<file path="src/rtl/ram_dp_param.sv">
// Parametrised simple dual-port RAM with a post-reset init sequencer and a 1- or 2-cycle read pipeline.
// Optional macro RAM_DP_BYPASS_EN selects write-first behaviour for same-cycle, same-address write/read.
module ram_dp_param #(
  parameter int              DATA_W   = 8,
  parameter int              ADDR_W   = 8,
  parameter int              RD_LAT   = 1,
  parameter logic [63:0]     INIT_VAL = '0
) (
  input  logic              clk,
  input  logic              rst,
  input  logic              wrt_sig,
  input  logic [ADDR_W-1:0] addr_w,
  input  logic [DATA_W-1:0] din_ram,
  input  logic              rd_en,
  input  logic [ADDR_W-1:0] addr_r,
  output logic [DATA_W-1:0] dout_ram,
  output logic              dout_valid,
  output logic              init_busy
);

  localparam int              DEPTH     = 2 ** ADDR_W;
  localparam logic [DATA_W-1:0] INIT_WORD = INIT_VAL[DATA_W-1:0];

  typedef enum logic {ST_INIT, ST_READY} state_t;

  state_t              state_q, state_d;
  logic [ADDR_W-1:0]   init_cnt;
  logic [DATA_W-1:0]   mem [DEPTH];

  logic                mem_we;
  logic [ADDR_W-1:0]   mem_waddr;
  logic [DATA_W-1:0]   mem_wdata;
  logic                rd_accept;

  logic                rd_v1;
  logic [DATA_W-1:0]   rd_data1;
  logic [DATA_W-1:0]   rd_word1;
  logic                v2;
  logic [DATA_W-1:0]   data2;

  always_ff @(posedge clk) begin
    if (rst) begin
      state_q  <= ST_INIT;
      init_cnt <= '0;
    end else begin
      state_q <= state_d;
      if (state_q == ST_INIT)
        init_cnt <= init_cnt + 1'b1;
    end
  end

  // The init sequencer owns the write port and blocks reads until every word is written.
  always_comb begin
    state_d   = state_q;
    mem_we    = 1'b0;
    mem_waddr = addr_w;
    mem_wdata = din_ram;
    rd_accept = 1'b0;
    init_busy = 1'b0;
    case (state_q)
      ST_INIT: begin
        init_busy = 1'b1;
        mem_we    = 1'b1;
        mem_waddr = init_cnt;
        mem_wdata = INIT_WORD;
        if (init_cnt == {ADDR_W{1'b1}})
          state_d = ST_READY;
      end
      ST_READY: begin
        mem_we    = wrt_sig;
        rd_accept = rd_en;
      end
      default: state_d = ST_INIT;
    endcase
  end

  // Array read happens on the capture edge, so the old word is seen on a collision (read-first).
  always_ff @(posedge clk) begin
    if (mem_we && !rst)
      mem[mem_waddr] <= mem_wdata;
    if (rd_accept)
      rd_data1 <= mem[addr_r];
  end

  always_ff @(posedge clk) begin
    if (rst)
      rd_v1 <= 1'b0;
    else
      rd_v1 <= rd_accept;
  end

`ifdef RAM_DP_BYPASS_EN
  logic [ADDR_W-1:0] rd_addr1;
  logic              wr_v1;
  logic [ADDR_W-1:0] wr_addr1;
  logic [DATA_W-1:0] wr_data1;

  always_ff @(posedge clk) begin
    if (rst) begin
      wr_v1 <= 1'b0;
    end else begin
      wr_v1 <= (state_q == ST_READY) && wrt_sig;
    end
    rd_addr1 <= addr_r;
    wr_addr1 <= addr_w;
    wr_data1 <= din_ram;
  end

  // Forward the word written on the same edge the read address was captured.
  always_comb begin
    rd_word1 = rd_data1;
    if (wr_v1 && (wr_addr1 == rd_addr1))
      rd_word1 = wr_data1;
  end
`else
  always_comb begin
    rd_word1 = rd_data1;
  end
`endif

  always_ff @(posedge clk) begin
    if (rst) begin
      v2    <= 1'b0;
      data2 <= '0;
    end else begin
      v2 <= rd_v1;
      if (rd_v1)
        data2 <= rd_word1;
    end
  end

  generate
    if (RD_LAT == 1) begin : g_lat1
      assign dout_ram   = data2;
      assign dout_valid = v2;
    end else begin : g_lat2
      logic              v3;
      logic [DATA_W-1:0] data3;

      always_ff @(posedge clk) begin
        if (rst) begin
          v3    <= 1'b0;
          data3 <= '0;
        end else begin
          v3 <= v2;
          if (v2)
            data3 <= data2;
        end
      end

      assign dout_ram   = data3;
      assign dout_valid = v3;
    end
  endgenerate

endmodule

</file>
<file path="config.mk">
export PLATFORM = sky130hd
export DESIGN_NAME = ram_dp_param
export DESIGN_NICKNAME = d
export VERILOG_FILES = /design/src/rtl/ram_dp_param.sv
export SDC_FILE = /design/constraint.sdc
export NUM_CORES = 2
export LEC_CHECK = 0
export CAP_MARGIN = 10
export CORE_AREA = 2 2 571 573
export DETAILED_ROUTE_END_ITERATION = 6
export DIE_AREA = 0 0 573 575
export PLACE_DENSITY = 0.4
export SKIP_CTS_REPAIR_TIMING = 1
export SYNTH_ARGS = -nofsm -noshare
export SYNTH_HDL_FRONTEND = slang
export SYNTH_SLANG_ARGS = --single-unit
</file>
<file path="constraint.sdc">
create_clock -name clk -period 16.3 [get_ports clk]
set_clock_uncertainty 0.2 [all_clocks]
set_input_delay 3.26 -clock clk [delete_from_list [all_inputs] [get_ports clk]]
set_output_delay 3.26 -clock clk [all_outputs]
set_load 0.02 [all_outputs]
</file>
==> key figures <==
Job
  – Max Cap Viol: 0

Placed design
  – Placed cell count: 8111
  – Buffers on Ports: 37
  – Routability-driven placement congestion ratio: between 0.7 and 0.8
  – Detailed placement HPWL: 144000 um

Timing
  – Tcrit/Tclk final: approximately 45%
  – Final critical delay including setup and external delays: just over 7000 ps
  – Final setup violation count: 0
  – RSZ-0062 raised after global routing: no
  – Worst slew margin: 14.2%
  – Final count of pins violating max slew: 0
  – Final hold violation count: 0
  – Highest clock frequency the design can meet: around 0.14 GHz
  – Slew at the pin closest to its max-slew limit: 1280 ps
  – Setup tns final: 0 ps

Route
  – Via count of the routed design: 39200
  – Post-DRT Antenna Nets: 0
  – Detail-routed via count per cell: around 4.6
  – Routed WL per cell: 28.0 um
  – Initial DRC Count: 3552
  – Total routed wirelength: 239000 um
  – Remaining routing DRC violations: 0
  – Length of the first detailed-routing pass in iterations: 7

Worst setup path
  – Worst Path Arrival: roughly 7700 ps
  – Register-to-register setup slack: 12000 ps
  – CP endpoint kind: flop
  – Required time of the worst setup path: about 17000 ps
  – Startpoint class of the critical path: input pin
  – Class of the most critical setup path: in -> reg
  – Crit Path Max Fanout: roughly 100

Synth
  – Synthesized instance count: 3884
  – Register area share after synthesis: 77.3%
  – Cell taking the most area after synthesis: sky130_fd_sc_hd__edfxtp_1
  – Count of cell types in the netlist: 58
  – Fraction of post-synthesis cell area in the top cell type by area: about three quarters
  – Per-instance average area after synthesis: 20.7 um^2
  – EDFF count, synth: 2056
  – Total standard cell area after synthesis: between 0.08 and 0.09 mm^2
  – Top flip-flop cell by instance count after synthesis: sky130_fd_sc_hd__edfxtp_1
  – Async set-or-reset flop fraction in the synthesized netlist: 0%
  – Largest cells by area after synthesis: sky130_fd_sc_hd__edfxtp_1 (77%), sky130_fd_sc_hd__mux4_2 (12%), sky130_fd_sc_hd__mux2i_1 (1.8%), sky130_fd_sc_hd__a22oi_1 (1.6%), sky130_fd_sc_hd__nor2_1 (1.4%)
  – Post-synthesis sequential element count: between 2000 and 2500
  – Synth Net Count: slightly below 4000
  – Number of warnings issued by yosys: 0

Layout
  – Number of nets at the end of the flow: 4052
  – Area growth syn-to-layout: 15.7%
  – Area of combinational cells with multiple inputs: 0.0170 mm^2
  – Filler-free cell count of the finished design: around 8500
  – # fillers: 31800
  – Fraction of final layout cells with drive strength greater than 1: approximately 22%
  – Storage element area: 0.0621 mm^2

Floorplan
  – Initial cell density of the core: around 25%
  – Area of the core region: 0.323 mm^2
  – Floorplan row count: 209
  – Top-Level Pins: 38
  – Total Die Area: 0.329 mm^2
  – Die width: 573 um
  – Die Ht: between 500 and 600 um

Clock network
  – Clock sinks: 2075
  – Clock-pin transition on the worst setup and hold timing paths: around 60 ps
  – Clock latency on the worst-skew pair: 890 ps
  – CTS Buffer Depth: 4
  – CTS buffer count: 232
  – Root Driver: sky130_fd_sc_hd__clkbuf_16
  – H-tree levels: 4
  – CTS tree: built

Global routing
  – Maximum number of pins on one net before global-route repair: 177
  – First-pass GRT wire length: 334000 um
  – Grt total ovfl: 0
  – Number of global-route vias before repair: 40600
  – Combined global-route utilization of all metal layers: between 10% and 20%
  – Initial antenna violation count: 9

Pwr
  – Cell area power density: 121 mW/mm^2
  – Static leakage: 0.0291 uW
  – Combinational power share: about 3.8%
  – NetSw: between 2000 and 2500 uW
  – Share of power burned in registers: 51.4%
  – Proportion of power drawn by the clock network: around 45%
  – Design internal power: 8830 uW
  – Worst-case vdd ir drop: approximately 98 uV
  – Switching power share of the total: between 20% and 30%

Worst hold path
  – Path type of the worst min-delay path: reg -> reg

Status
  – Status: finished clean
[path summary, 6_finish.rpt]
path	end	cells past startpoint	from
setup / recovery	rd_data1[6]	10	addr_r[1]
hold reg to reg	dout_ram[5]	2	dout_ram[5]
setup reg to reg	mem[130][2]	6	state_q
hold / removal	dout_ram[5]	2	dout_ram[5]
[worst max-delay path, stage by stage]
cell and delay (ps):
sky130_fd_sc_hd__buf_8 580, sky130_fd_sc_hd__buf_4 500, sky130_fd_sc_hd__buf_4 550, sky130_fd_sc_hd__buf_12 530, sky130_fd_sc_hd__mux4_2 410, sky130_fd_sc_hd__a22oi_1 350
sky130_fd_sc_hd__a21oi_1 200, sky130_fd_sc_hd__nor4_1 640, sky130_fd_sc_hd__buf_4 220, sky130_fd_sc_hd__nor3_1 40
[power by group through the flow]
stage          sequential, uW  clock, uW  combinational, uW
2_1_floorplan            5890          0                269
3_3_place_gp             5890          0                442
3_5_place_dp             5890          0                439
4_1_cts                  5780       5150                440
5_1_grt                  5780       5340                453
6_report                 5780       5030                429
[final cells by class]
class	instances	area share (%)
Sequential cell	2075	66.8
Clock inverter	135	1.21
Clock buffer	278	6.47
Multi-Input combinational cell	1561	18.3
Antenna cell	9	0.0242
Timing Repair Buffer	143	1.35
Tap cell	4325	5.82
Inverter	10	0.0404
[cells by family after synthesis]
family	count (synthesis)	synth area share, %
multiplexers	592	14.1
adder cells (fa/ha/maj)	1	0.0156
XOR/XNOR	6	0.0654
AND/OR/NAND/NOR	499	2.72
buffers and inverters	248	1.81
flip-flops	2075	77.3
AO/OA/AOI/OAI	463	4.02
[synthesized netlist by cell type (all sizes together), types with 24 or more instances]
| cell type | count |
|---|---|
| a21oi | 115 |
| a22oi | 174 |
| buf | 125 |
| clkbuf | 113 |
| edfxtp | 2056 |
| mux2i | 147 |
| mux4 | 431 |
| nand2 | 61 |
| nand3 | 35 |
| nor2 | 296 |
| o21ai | 24 |
| o221ai | 48 |
[state kept, by name (all words and copies together), names as in the netlist]
| name | cells |
|---|---|
| dout_ram | 8 |
| dout_valid | 1 |
| state_q | 1 |
| rd_v1 | 1 |
| mem | 2048 |
| init_cnt | 8 |
| rd_data1 | 8 |
[per-layer routing]
layer	share of wire (%)	vias to the layer above	wire (um)	global-route usage, %
met2	49	887	117000	23.8
met1	44	21400	106000	19.2
met4	2.5	0	5880	3.58
met3	4.0	304	9550	2.04
li1	-	16600	-	-
met5	0	-	0	0
[metrics by stage]
stage / hold WS, ps / setup slack [ps] / instance area (um^2) / utilization (%) / power [uW]
floorplan: 257 / 8750 / 80400 / - / 6160
finish: 298 / 9030 / 93000 / 28.8 / 11200
global route: 323 / 8940 / 93000 / 28.8 / 11600
detailed placement: 290 / 8040 / 85800 / 26.6 / 6330
global placement: 293 / 8080 / 85800 / 26.6 / 6340
CTS: 304 / 9000 / 93000 / 28.8 / 11400
[cell usage in the layout (no fill, tap or decap), types with 10 or more instances in the layout]
master / synthesis / routed
sky130_fd_sc_hd__mux2_2: 14 / 14
sky130_fd_sc_hd__clkinv_2: 0 / 44
sky130_fd_sc_hd__buf_4: 31 / 96
sky130_fd_sc_hd__nor3_1: 16 / 16
sky130_fd_sc_hd__or3_1: 10 / 10
sky130_fd_sc_hd__clkbuf_16: 0 / 234
sky130_fd_sc_hd__a22o_1: 15 / 15
sky130_fd_sc_hd__a221oi_1: 18 / 18
sky130_fd_sc_hd__nor4_1: 19 / 16
sky130_fd_sc_hd__edfxtp_1: 2056 / 2056
sky130_fd_sc_hd__o22ai_1: 19 / 19
sky130_fd_sc_hd__nand3_1: 35 / 20
sky130_fd_sc_hd__nor2_1: 296 / 294
sky130_fd_sc_hd__clkbuf_1: 113 / 44
sky130_fd_sc_hd__nand3_2: 0 / 15
sky130_fd_sc_hd__a211oi_1: 11 / 11
sky130_fd_sc_hd__a21oi_1: 115 / 114
sky130_fd_sc_hd__nand2_1: 61 / 60
sky130_fd_sc_hd__bufinv_16: 0 / 18
sky130_fd_sc_hd__a22oi_1: 174 / 174
sky130_fd_sc_hd__clkinv_1: 0 / 56
sky130_fd_sc_hd__clkdlybuf4s50_1: 0 / 32
sky130_fd_sc_hd__o221ai_1: 48 / 48
sky130_fd_sc_hd__mux2i_1: 147 / 147
sky130_fd_sc_hd__mux4_2: 431 / 431
sky130_fd_sc_hd__dfxtp_1: 19 / 19
sky130_fd_sc_hd__o21ai_0: 22 / 19
No activity file was read; power rests on OpenSTA's default activity.
